File: config.mk
export PLATFORM = sky130hd
export DESIGN_NAME = tluh_amo_unit
export DESIGN_NICKNAME = d
export VERILOG_FILES = /design/src/rtl/tluh_pkg.sv /design/src/rtl/tluh_amo_beat_alu.sv /design/src/rtl/tluh_amo_unit.sv
export SDC_FILE = /design/constraint.sdc
export NUM_CORES = 1
export LEC_CHECK = 0
export ABC_AREA = 0
export BUFFER_PORTS_ARGS = -buffer_cell sky130_fd_sc_hd__clkbuf_2
export CAP_MARGIN = 30
export CORE_ASPECT_RATIO = 1.1
export CORE_MARGIN = 4
export CORE_UTILIZATION = 60
export DETAILED_ROUTE_END_ITERATION = 10
export PLACE_DENSITY_LB_ADDON = 0.1
export SETUP_SLACK_MARGIN = 0.1
export SLEW_MARGIN = 20
export SYNTH_ARGS = -nofsm -noshare
export SYNTH_HDL_FRONTEND = slang
export SYNTH_SLANG_ARGS = --single-unit
File: constraint.sdc
create_clock -name clk_i -period 33.8 [get_ports clk_i]
set_input_delay 6.76 -clock clk_i [delete_from_list [all_inputs] [get_ports clk_i]]
set_output_delay 6.76 -clock clk_i [all_outputs]
set_load 0.05 [all_outputs]
File: src/rtl/tluh_pkg.sv
// ============================================================================
// Module   : tluh_pkg
// Brief    : Shared types and constants for the TL-UH atomic memory unit.
// Revision : 1.0 - initial release
// ============================================================================
`default_nettype none

package tluh_pkg;

    localparam int TL_DW = 32;

    typedef enum logic [2:0] {
        MIN  = 3'd0,
        MAX  = 3'd1,
        MINU = 3'd2,
        MAXU = 3'd3,
        ADD  = 3'd4
    } amo_arith_e;

    typedef enum logic [2:0] {
        XOR  = 3'd0,
        OR   = 3'd1,
        AND  = 3'd2,
        SWAP = 3'd3
    } amo_logic_e;

    typedef enum logic [0:0] {
        COLLECT = 1'b0,
        EMIT    = 1'b1
    } amo_state_e;

    typedef struct packed {
        logic [TL_DW-1:0]   op1;
        logic [TL_DW-1:0]   op2;
        logic [TL_DW/8-1:0] mask;
    } amo_beat_t;

endpackage

`default_nettype wire

File: src/rtl/tluh_amo_beat_alu.sv
// ============================================================================
// Module   : tluh_amo_beat_alu
// Brief    : Combinational single-beat ALU: add with carry, compare, logic ops.
// Revision : 1.0 - initial release
// ============================================================================
`default_nettype none

module tluh_amo_beat_alu
    import tluh_pkg::*;
#(
    parameter int DW = TL_DW
) (
    input  logic [DW-1:0] a_i,
    input  logic [DW-1:0] b_i,
    input  logic          carry_i,
    input  logic [2:0]    lop_i,
    output logic [DW-1:0] sum_o,
    output logic          carry_o,
    output logic          lt_u_o,
    output logic          eq_o,
    output logic [DW-1:0] logic_o
);

    assign {carry_o, sum_o} = {1'b0, a_i} + {1'b0, b_i} + {{DW{1'b0}}, carry_i};
    assign lt_u_o           = a_i < b_i;
    assign eq_o             = a_i == b_i;

    always_comb begin
        logic_o = b_i;
        case (lop_i)
            XOR:     logic_o = a_i ^ b_i;
            OR:      logic_o = a_i | b_i;
            AND:     logic_o = a_i & b_i;
            default: logic_o = b_i;
        endcase
    end

endmodule

`default_nettype wire

File: src/rtl/tluh_amo_unit.sv
// ============================================================================
// Module   : tluh_amo_unit
// Brief    : Multi-beat TL-UH atomic unit; optional ovf_o via TLUH_AMO_OVERFLOW_EN.
// Revision : 1.0 - initial release
// ============================================================================
`default_nettype none

module tluh_amo_unit
    import tluh_pkg::*;
#(
    parameter int DW        = TL_DW,
    parameter int MAX_BEATS = 2,
    parameter int BW        = DW / 8
) (
    input  logic          clk_i,
    input  logic          rst_i,
    input  logic          in_valid_i,
    output logic          in_ready_o,
    input  logic [DW-1:0] op1_i,
    input  logic [DW-1:0] op2_i,
    input  logic [BW-1:0] mask_i,
    input  logic          last_i,
    input  logic          logic_i,
    input  logic [2:0]    param_i,
    output logic          out_valid_o,
    input  logic          out_ready_i,
    output logic [DW-1:0] result_o,
    output logic          out_last_o,
    output logic          err_o
`ifdef TLUH_AMO_OVERFLOW_EN
    ,
    output logic          ovf_o
`endif
);

    localparam int CW = (MAX_BEATS > 1) ? $clog2(MAX_BEATS) : 1;
    localparam logic [CW-1:0] LAST_IDX = CW'(MAX_BEATS - 1);

    amo_state_e    state_q, state_d;
    logic [CW-1:0] cnt_q, n_q, out_idx_q;
    logic          logic_q, carry_q, ltu_q, eq_q, err_q, drain_q;
    logic [2:0]    param_q;
    amo_beat_t     buf_q [MAX_BEATS];
    logic [DW-1:0] pre_q [MAX_BEATS];

    logic          w_acc, w_first, w_cin, w_logic, w_end;
    logic [2:0]    w_param;
    logic [DW-1:0] w_sum, w_lres;
    logic          w_cout, w_lt, w_eq;

    assign in_ready_o = (state_q == COLLECT);
    assign w_acc      = in_valid_i && in_ready_o;
    assign w_first    = (cnt_q == '0);
    assign w_cin      = w_first ? 1'b0 : carry_q;
    assign w_logic    = w_first ? logic_i : logic_q;
    assign w_param    = w_first ? param_i : param_q;
    assign w_end      = last_i || (cnt_q == LAST_IDX);

    tluh_amo_beat_alu #(.DW(DW)) u_alu (
        .a_i     (op1_i),
        .b_i     (op2_i),
        .carry_i (w_cin),
        .lop_i   (w_param),
        .sum_o   (w_sum),
        .carry_o (w_cout),
        .lt_u_o  (w_lt),
        .eq_o    (w_eq),
        .logic_o (w_lres)
    );

    always_comb begin
        state_d = state_q;
        case (state_q)
            COLLECT: if (w_acc && !drain_q && w_end) state_d = EMIT;
            EMIT:    if (out_ready_i && out_idx_q == n_q) state_d = COLLECT;
            default: state_d = COLLECT;
        endcase
    end

    always_ff @(posedge clk_i) begin
        if (rst_i) begin
            state_q   <= COLLECT;
            cnt_q     <= '0;
            n_q       <= '0;
            out_idx_q <= '0;
            logic_q   <= 1'b0;
            param_q   <= '0;
            carry_q   <= 1'b0;
            ltu_q     <= 1'b0;
            eq_q      <= 1'b0;
            err_q     <= 1'b0;
            drain_q   <= 1'b0;
        end else begin
            state_q <= state_d;
            if (w_acc && drain_q) begin
                // Tail of an over-long operation: discard until its last beat.
                if (last_i) drain_q <= 1'b0;
            end else if (w_acc) begin
                buf_q[cnt_q] <= '{op1: op1_i, op2: op2_i, mask: mask_i};
                pre_q[cnt_q] <= w_logic ? w_lres : w_sum;
                carry_q      <= w_cout;
                eq_q         <= (w_first ? 1'b1 : eq_q) & w_eq;
                if (!w_eq)        ltu_q <= w_lt;
                else if (w_first) ltu_q <= 1'b0;
                if (w_first) begin
                    logic_q <= logic_i;
                    param_q <= param_i;
                end
                n_q     <= cnt_q;
                cnt_q   <= w_end ? '0 : cnt_q + 1'b1;
                err_q   <= !last_i && (cnt_q == LAST_IDX);
                drain_q <= !last_i && (cnt_q == LAST_IDX);
            end
            if (state_q == EMIT && out_ready_i)
                out_idx_q <= (out_idx_q == n_q) ? '0 : out_idx_q + 1'b1;
        end
    end

    amo_beat_t     w_cur, w_ms;
    logic          w_lt_s, w_sel1, w_bad, w_err;
    logic [DW-1:0] w_raw, w_res;

    always_comb begin
        w_cur  = buf_q[out_idx_q];
        w_ms   = buf_q[n_q];
        w_lt_s = (w_ms.op1[DW-1] != w_ms.op2[DW-1]) ? w_ms.op1[DW-1] : ltu_q;
        w_bad  = logic_q ? (param_q > 3'd3) : (param_q > 3'd4);
        w_err  = err_q | w_bad;
        w_sel1 = 1'b0;
        case (param_q)
            MIN:     w_sel1 = w_lt_s;
            MAX:     w_sel1 = !w_lt_s && !eq_q;
            MINU:    w_sel1 = ltu_q;
            MAXU:    w_sel1 = !ltu_q && !eq_q;
            default: w_sel1 = 1'b0;
        endcase
        w_raw = pre_q[out_idx_q];
        if (!logic_q && param_q != ADD) w_raw = w_sel1 ? w_cur.op1 : w_cur.op2;
        if (w_err) w_raw = w_cur.op1;
        // Masking follows compute so ADD carries still ripple through masked bytes.
        for (int i = 0; i < BW; i++)
            w_res[8*i +: 8] = w_cur.mask[i] ? w_raw[8*i +: 8] : w_cur.op1[8*i +: 8];
    end

    assign out_valid_o = (state_q == EMIT);
    assign out_last_o  = out_valid_o && (out_idx_q == n_q);
    assign result_o    = out_valid_o ? w_res : '0;
    assign err_o       = out_valid_o && w_err;

`ifdef TLUH_AMO_OVERFLOW_EN
    assign ovf_o = out_last_o && !logic_q && (param_q == ADD) && !w_err
                   && (w_ms.op1[DW-1] == w_ms.op2[DW-1])
                   && (pre_q[n_q][DW-1] != w_ms.op1[DW-1]);
`endif

endmodule

`default_nettype wire

=== Word level (Yosys, flattened, before mapping) ===
Memories as Yosys holds them, arrays and structs flattened. A register that Yosys moved wholly into a read port is not among the register bits.
Index checks and enable logic that the tools add are counted.

* Add/sub/neg operators: 4
* Magnitude comparators: 3
* Eq/ne operators: 11
* Muxes and demuxes: 37
* Bitwise logic cells: 7
* Reduce and logical (&&, ||, !) cells: 25

{| class="wikitable"
|+ Operators by type and width
! operator !! number
|-
| 2-to-1 mux 32 bit || 5
|-
| one-hot mux 32 bit (3 select lines) || 1
|-
| adder 32 x 32 -> 33 bit || 1
|-
| adder 33 x 1 -> 33 bit || 1
|-
| bitwise AND 32 bit || 1
|-
| equality test 32 bit || 1
|-
| < comparator 32 bit || 1
|-
| 2-to-1 mux 8 bit || 4
|-
| bitwise OR 32 bit || 1
|-
| XOR 32 bit || 1
|-
| 2-to-1 mux 1 bit || 24
|-
| logical AND 1 bit || 12
|-
| equality test 3 x 2 -> 1 bit (second input constant) || 3
|-
| equality test 3 x 1 -> 1 bit (second input constant) || 2
|-
| zero test 1 bit || 6
|-
| zero test 3 bit || 2
|-
| inequality test 2 bit (second input constant) || 2
|-
| one-hot mux 1 bit (4 select lines) || 1
|-
| AND reduction 2 bit || 2
|-
| greater-than comparator 3 x 2 -> 1 bit (second input constant) || 1
|-
| greater-than comparator 3 bit (second input constant) || 1
|-
| 2-to-1 mux 3 bit || 1
|-
| inequality test 3 bit (second input constant) || 1
|-
| AND reduction 3 bit || 1
|-
| other kinds (9) || 11
|}

* Bits in registers: 13
* RAM bits: 200
* Memories kept: 2

{| class="wikitable"
|+ Memories
! name !! words !! bits a word !! read ports !! clocked after Yosys merged registers in !! write ports !! RTL line !! RTL
|-
| buf_q || 2 || 68 || 2 || 2 || 1 || tluh_amo_unit.sv:43 || <nowiki>amo_beat_t buf_q [MAX_BEATS];</nowiki>
|-
| pre_q || 2 || 32 || 1 || 1 || 1 || tluh_amo_unit.sv:44 || <nowiki>logic [DW-1:0] pre_q [MAX_BEATS];</nowiki>
|}

=== Longest topological paths before layout ===
* Depth in word-level cells: 10
* Mapped depth: 14
* Depth with buffers taken out: 12

=== Hierarchy ===
From an unflattened synthesis, not the netlist that was laid out.

* Cells, all modules: 1178
* Area, all modules: 13518.0 µm²

{| class="wikitable"
|+ Modules (own cells, without submodules)
! module !! instances !! cells each !! area an instance (µm²) !! sequential area each (µm²)
|-
| tluh_amo_unit || 1 || 588 || 9444.1 || 6306.0
|-
| tluh_amo_beat_alu || 1 || 590 || 4073.9 || 0.0
|}

=== Worst setup path before layout ===
No wires, ideal clock.

* Kind: input port to flip-flop
* Start point: in in_valid_i
* End point: mem buf_q[1][0] (netlist bit), enable pin
* Library setup time: 0.704 ns
* Arrival: 14.590 ns
* Data required time: 33.096 ns
* Slack: 18.506 ns
* Stages: 4
* Path buffers: 1
* Path through: nor2b_1 nand2b_1 clkbuf_1 nor3b_1

* Word-level cells in the longest chain between the ends: 5
* Elaborated cells on any way between the ends: 6
* Classes of those cells: 4 x mux; 2 x reduce/logical

{| class="wikitable"
|+ Ends and longest elaborated chain
! element !! RTL line !! RTL
|-
| from (decl) || tluh_amo_unit.sv:17 || <nowiki>input logic in_valid_i,</nowiki>
|-
| logical AND 1 bit * || tluh_amo_unit.sv:52 || <nowiki>assign w_acc = in_valid_i && in_ready_o;</nowiki>
|-
| 2-to-1 mux 1 bit or logical AND 1 bit (tied branches) || tluh_amo_unit.sv:98, tluh_amo_unit.sv:95 ||
|-
| 2-to-1 mux 1 bit * || tluh_amo_unit.sv:95 || <nowiki>if (w_acc && drain_q) begin</nowiki>
|-
| 2-to-1 mux 1 bit * || tluh_amo_unit.sv:81 || <nowiki>if (rst_i) begin</nowiki>
|-
| 2-to-1 mux 1 bit (implied by the code) * || tluh_amo_unit.sv:99 || <nowiki>buf_q[cnt_q] <= '{op1: op1_i, op2: op2_i, mask: mask_i};</nowiki>
|-
| to (decl) || tluh_amo_unit.sv:43 ||
|}

Mark *: on every way between the ends. The rest lies on a longest branch, timed or not.

==> flow_summary.yaml <==
run_status:
  status: "finished clean"
synthesis:
  synth_area_leaders: "edfxtp_1, ha_1, mux2i_1"
  syn_area_per_cell_um2: 10.8
  synthCells: 1185
  async_flop_share_pct: 0
  synth_area_um2: 12800
  syn_nets: 1361
  ys_seq_elements: 215
  synth.yosys.seq_area_share_pct: 49.2
  synthTopCellsByCount: "edfxtp_1, nand2_1, ha_1, inv_1, o21ai_0"
  synth-main-ff-cell: "edfxtp_1"
  yosysUniqueCellTypes: 72
  yosysMostFrequentCell: "edfxtp_1"
  ys_warn_count: 0
  synth-edff-count: 200
  yosysTopAreaCellShare_pct: 46.8
  yosysTopAreaCell: "edfxtp_1"
drt:
  dr.first_iter.drc_count: 884
  detail_route.vias_per_cell: 6.02
  via_count: 9386
  wirelength_um: 29900
  avgRoutedWirePerCell_um: 19.2
  route.antenna.remaining_nets: 0
  dr.pass1.iters: 5
  drcViolationCount: 0
critical_path:
  critical_path.endpoint_type: "output port"
  crit_path_cell_trace: "nor2b_1, o211a_1, o31ai_1, mux2i_1, or4_1, nor2b_1, a221oi_1, clkbuf_2"
  critical-path-max-stage-delay_ps: 810
  cp-start-kind: "flop"
  crit_arrival_ps: 3540
  crit_path_top_delay_cell: "nor2b_1"
  r2r_end: "pre_q[0][28]"
  timing.rr.start: "cnt_q"
  crit_end: "result_o[22]"
  crit_fanout: 8
  crit_start: "buf_q[1][67]"
  worstPathRequired_ps: 27040
  crit_type: "flop to output port"
  r2r_cells: 12
  path_common_cell: "nor2b_1"
  r2r_slack_ps: 29990
sta:
  clock.fmax_mhz: 97.1
  finalMaxSlewViolations: 0
  rsz0062_at_grt: "no"
  fin_skew_ps: 15.2
  fin_setup_tns_ps: 0
  fin_crit_sh_pct: 30.5
  hold_violations: 0
  min_period_ps: 10300
  worstMarginPinSlew_ps: 983
  setup-violations-final: 0
  maxSlewHeadroom_pct: 34.3
  setup_ws_ps: 23500
final_layout:
  nFillCells: 1610
  syn_to_final_growth_pct: 11.1
  diodes: 0
  drive_gt1_share_pct: 16.6
  multiInputGateArea_um2: 5920
  nets: 1439
  fin_cells: 1560
  seq_area_um2: 6310
global_routing:
  grt_pass1_vias: 9355
  overflow: 0
  grt_first_pass_wirelength_um: 48300
  antenna_found_initial: 0
  grt_max_degree: 69
  grt_usage_pct: 25.1
cts:
  h-tree-depth: 1
  cts.repair.resized: 0
  clk_pin_slew_worst_paths_ps: 60
  cts_buffers: 22
  root_buffer: "clkbuf_16"
  hold_buffers: 0
  clk_latency_ps: 500
  cts_tree: "yes"
  cts_sinks: 215
  post_cts_buffers: 0
  cts_buffer_depth: 3
floorplanning:
  initial_core_util_pct: 61.7
  dieArea_um2: 23800
  io_pins: 113
  die_w_um: 147
  coreArea_um2: 20800
  rows: 55
  die_h_um: 161
pwr:
  power_density_nw_per_um2: 46.2
  irDropWorstVdd_uv: 41.7
  power_leakage_nw: 5.43
placement:
  dp_hpwl_um: 20300
  portBuffers: 112
  place_inst: 1523
  gp_congestion: 0.919
  place_ws_ps: 24040
worst_hold_path:
  hold_class: "flop to flop"
run:
  max_cap_violations: 0
==> critical path: cells and delay by family, from the launching register on <==
family                 cells  cell delay [ps]
AND/OR/NAND/NOR            3             1480
flip-flops                 1              390
multiplexers               1              130
buffers and inverters      1              300
AO/OA/AOI/OAI              3              730
==> final cells by class <==
cell class / instances / share of cell area [%]
sequential: 215 / 44.3
multi-input combinational: 811 / 41.5
timing repair buffer: 125 / 4.85
clock buffer: 27 / 4.15
tap: 285 / 2.50
inverter: 88 / 2.32
clock inverter: 9 / 0.325
==> how the worst min path moves through the flow <==
stage	endpoint	startpoint	cells past startpoint
final	flop	out_idx_q	2
after global routing	flop	out_idx_q	2
after CTS	flop	out_idx_q	2
after detailed placement	flop	out_idx_q	2
after global placement	flop	out_idx_q	2
after floorplan	flop	out_idx_q	2
==> flip-flops by register name, summed over array words and instances (netlist names), named ones only <==
register,count
err_q,1
carry_q,1
cnt_q,1
drain_q,1
out_idx_q,1
ltu_q,1
logic_q,1
eq_q,1
param_q,3
buf_q,136
out_valid_o,1
pre_q,64
n_q,1
==> cell usage in the layout (no fill, tap or decap), drive strengths merged, types with 17 or more instances in the layout <==
| cell | count |
|---|---|
| a211oi | 25 |
| a21oi | 79 |
| a221oi | 34 |
| clkbuf | 139 |
| edfxtp | 200 |
| ha | 97 |
| inv | 88 |
| mux2 | 39 |
| mux2i | 69 |
| nand2 | 120 |
| nand3 | 24 |
| nor2 | 51 |
| nor3 | 17 |
| o21ai | 85 |
==> metal layers <==
| metal | share of wire [%] | routed length (um) | global-route usage (%) | vias to the layer above |
|---|---|---|---|---|
| li1 | - | - | - | 4521 |
| met1 | 43 | 12800 | 34.3 | 4468 |
| met2 | 47 | 14200 | 41.9 | 340 |
| met3 | 7.3 | 2180 | 4.07 | 57 |
| met4 | 2.5 | 761 | 6.95 | 0 |
| met5 | 0 | 0 | 0 | - |
==> per-stage QoR <==
stage                     total power, mW  instance area [um^2]  util [%]  hold WS (ps)
after CTS                           0.660                 14200      68.4           480
after detailed placement            0.443                 13600      65.3           465
after global routing                0.687                 14200      68.5           513
after floorplan                     0.406                 12800         -           450
final                               0.657                 14200      68.5           479
after global placement              0.440                 13600      65.2           468
==> logic make-up (layout without fill, tap and decap cells) <==
group                    count (synthesis)  after routing  share of synthesized area, %
multiplexers                           108            108                          8.81
adder cells (fa/ha/maj)                 99             99                          9.78
AND/OR/NAND/NOR                        273            273                          10.1
buffers and inverters                  159            249                          4.95
AO/OA/AOI/OAI                          313            313                          16.0
XOR/XNOR                                18             18                          1.23
flip-flops                             215            215                          49.2
==> report_power, final <==
group	internal [mW]	leakage (nW)	switching, mW
Sequential	0.306	1.95	0.00424
Clock	0.123	0.310	0.0951
Combinational	0.0418	3.16	0.0866
(Power assumes the default switching activity.)
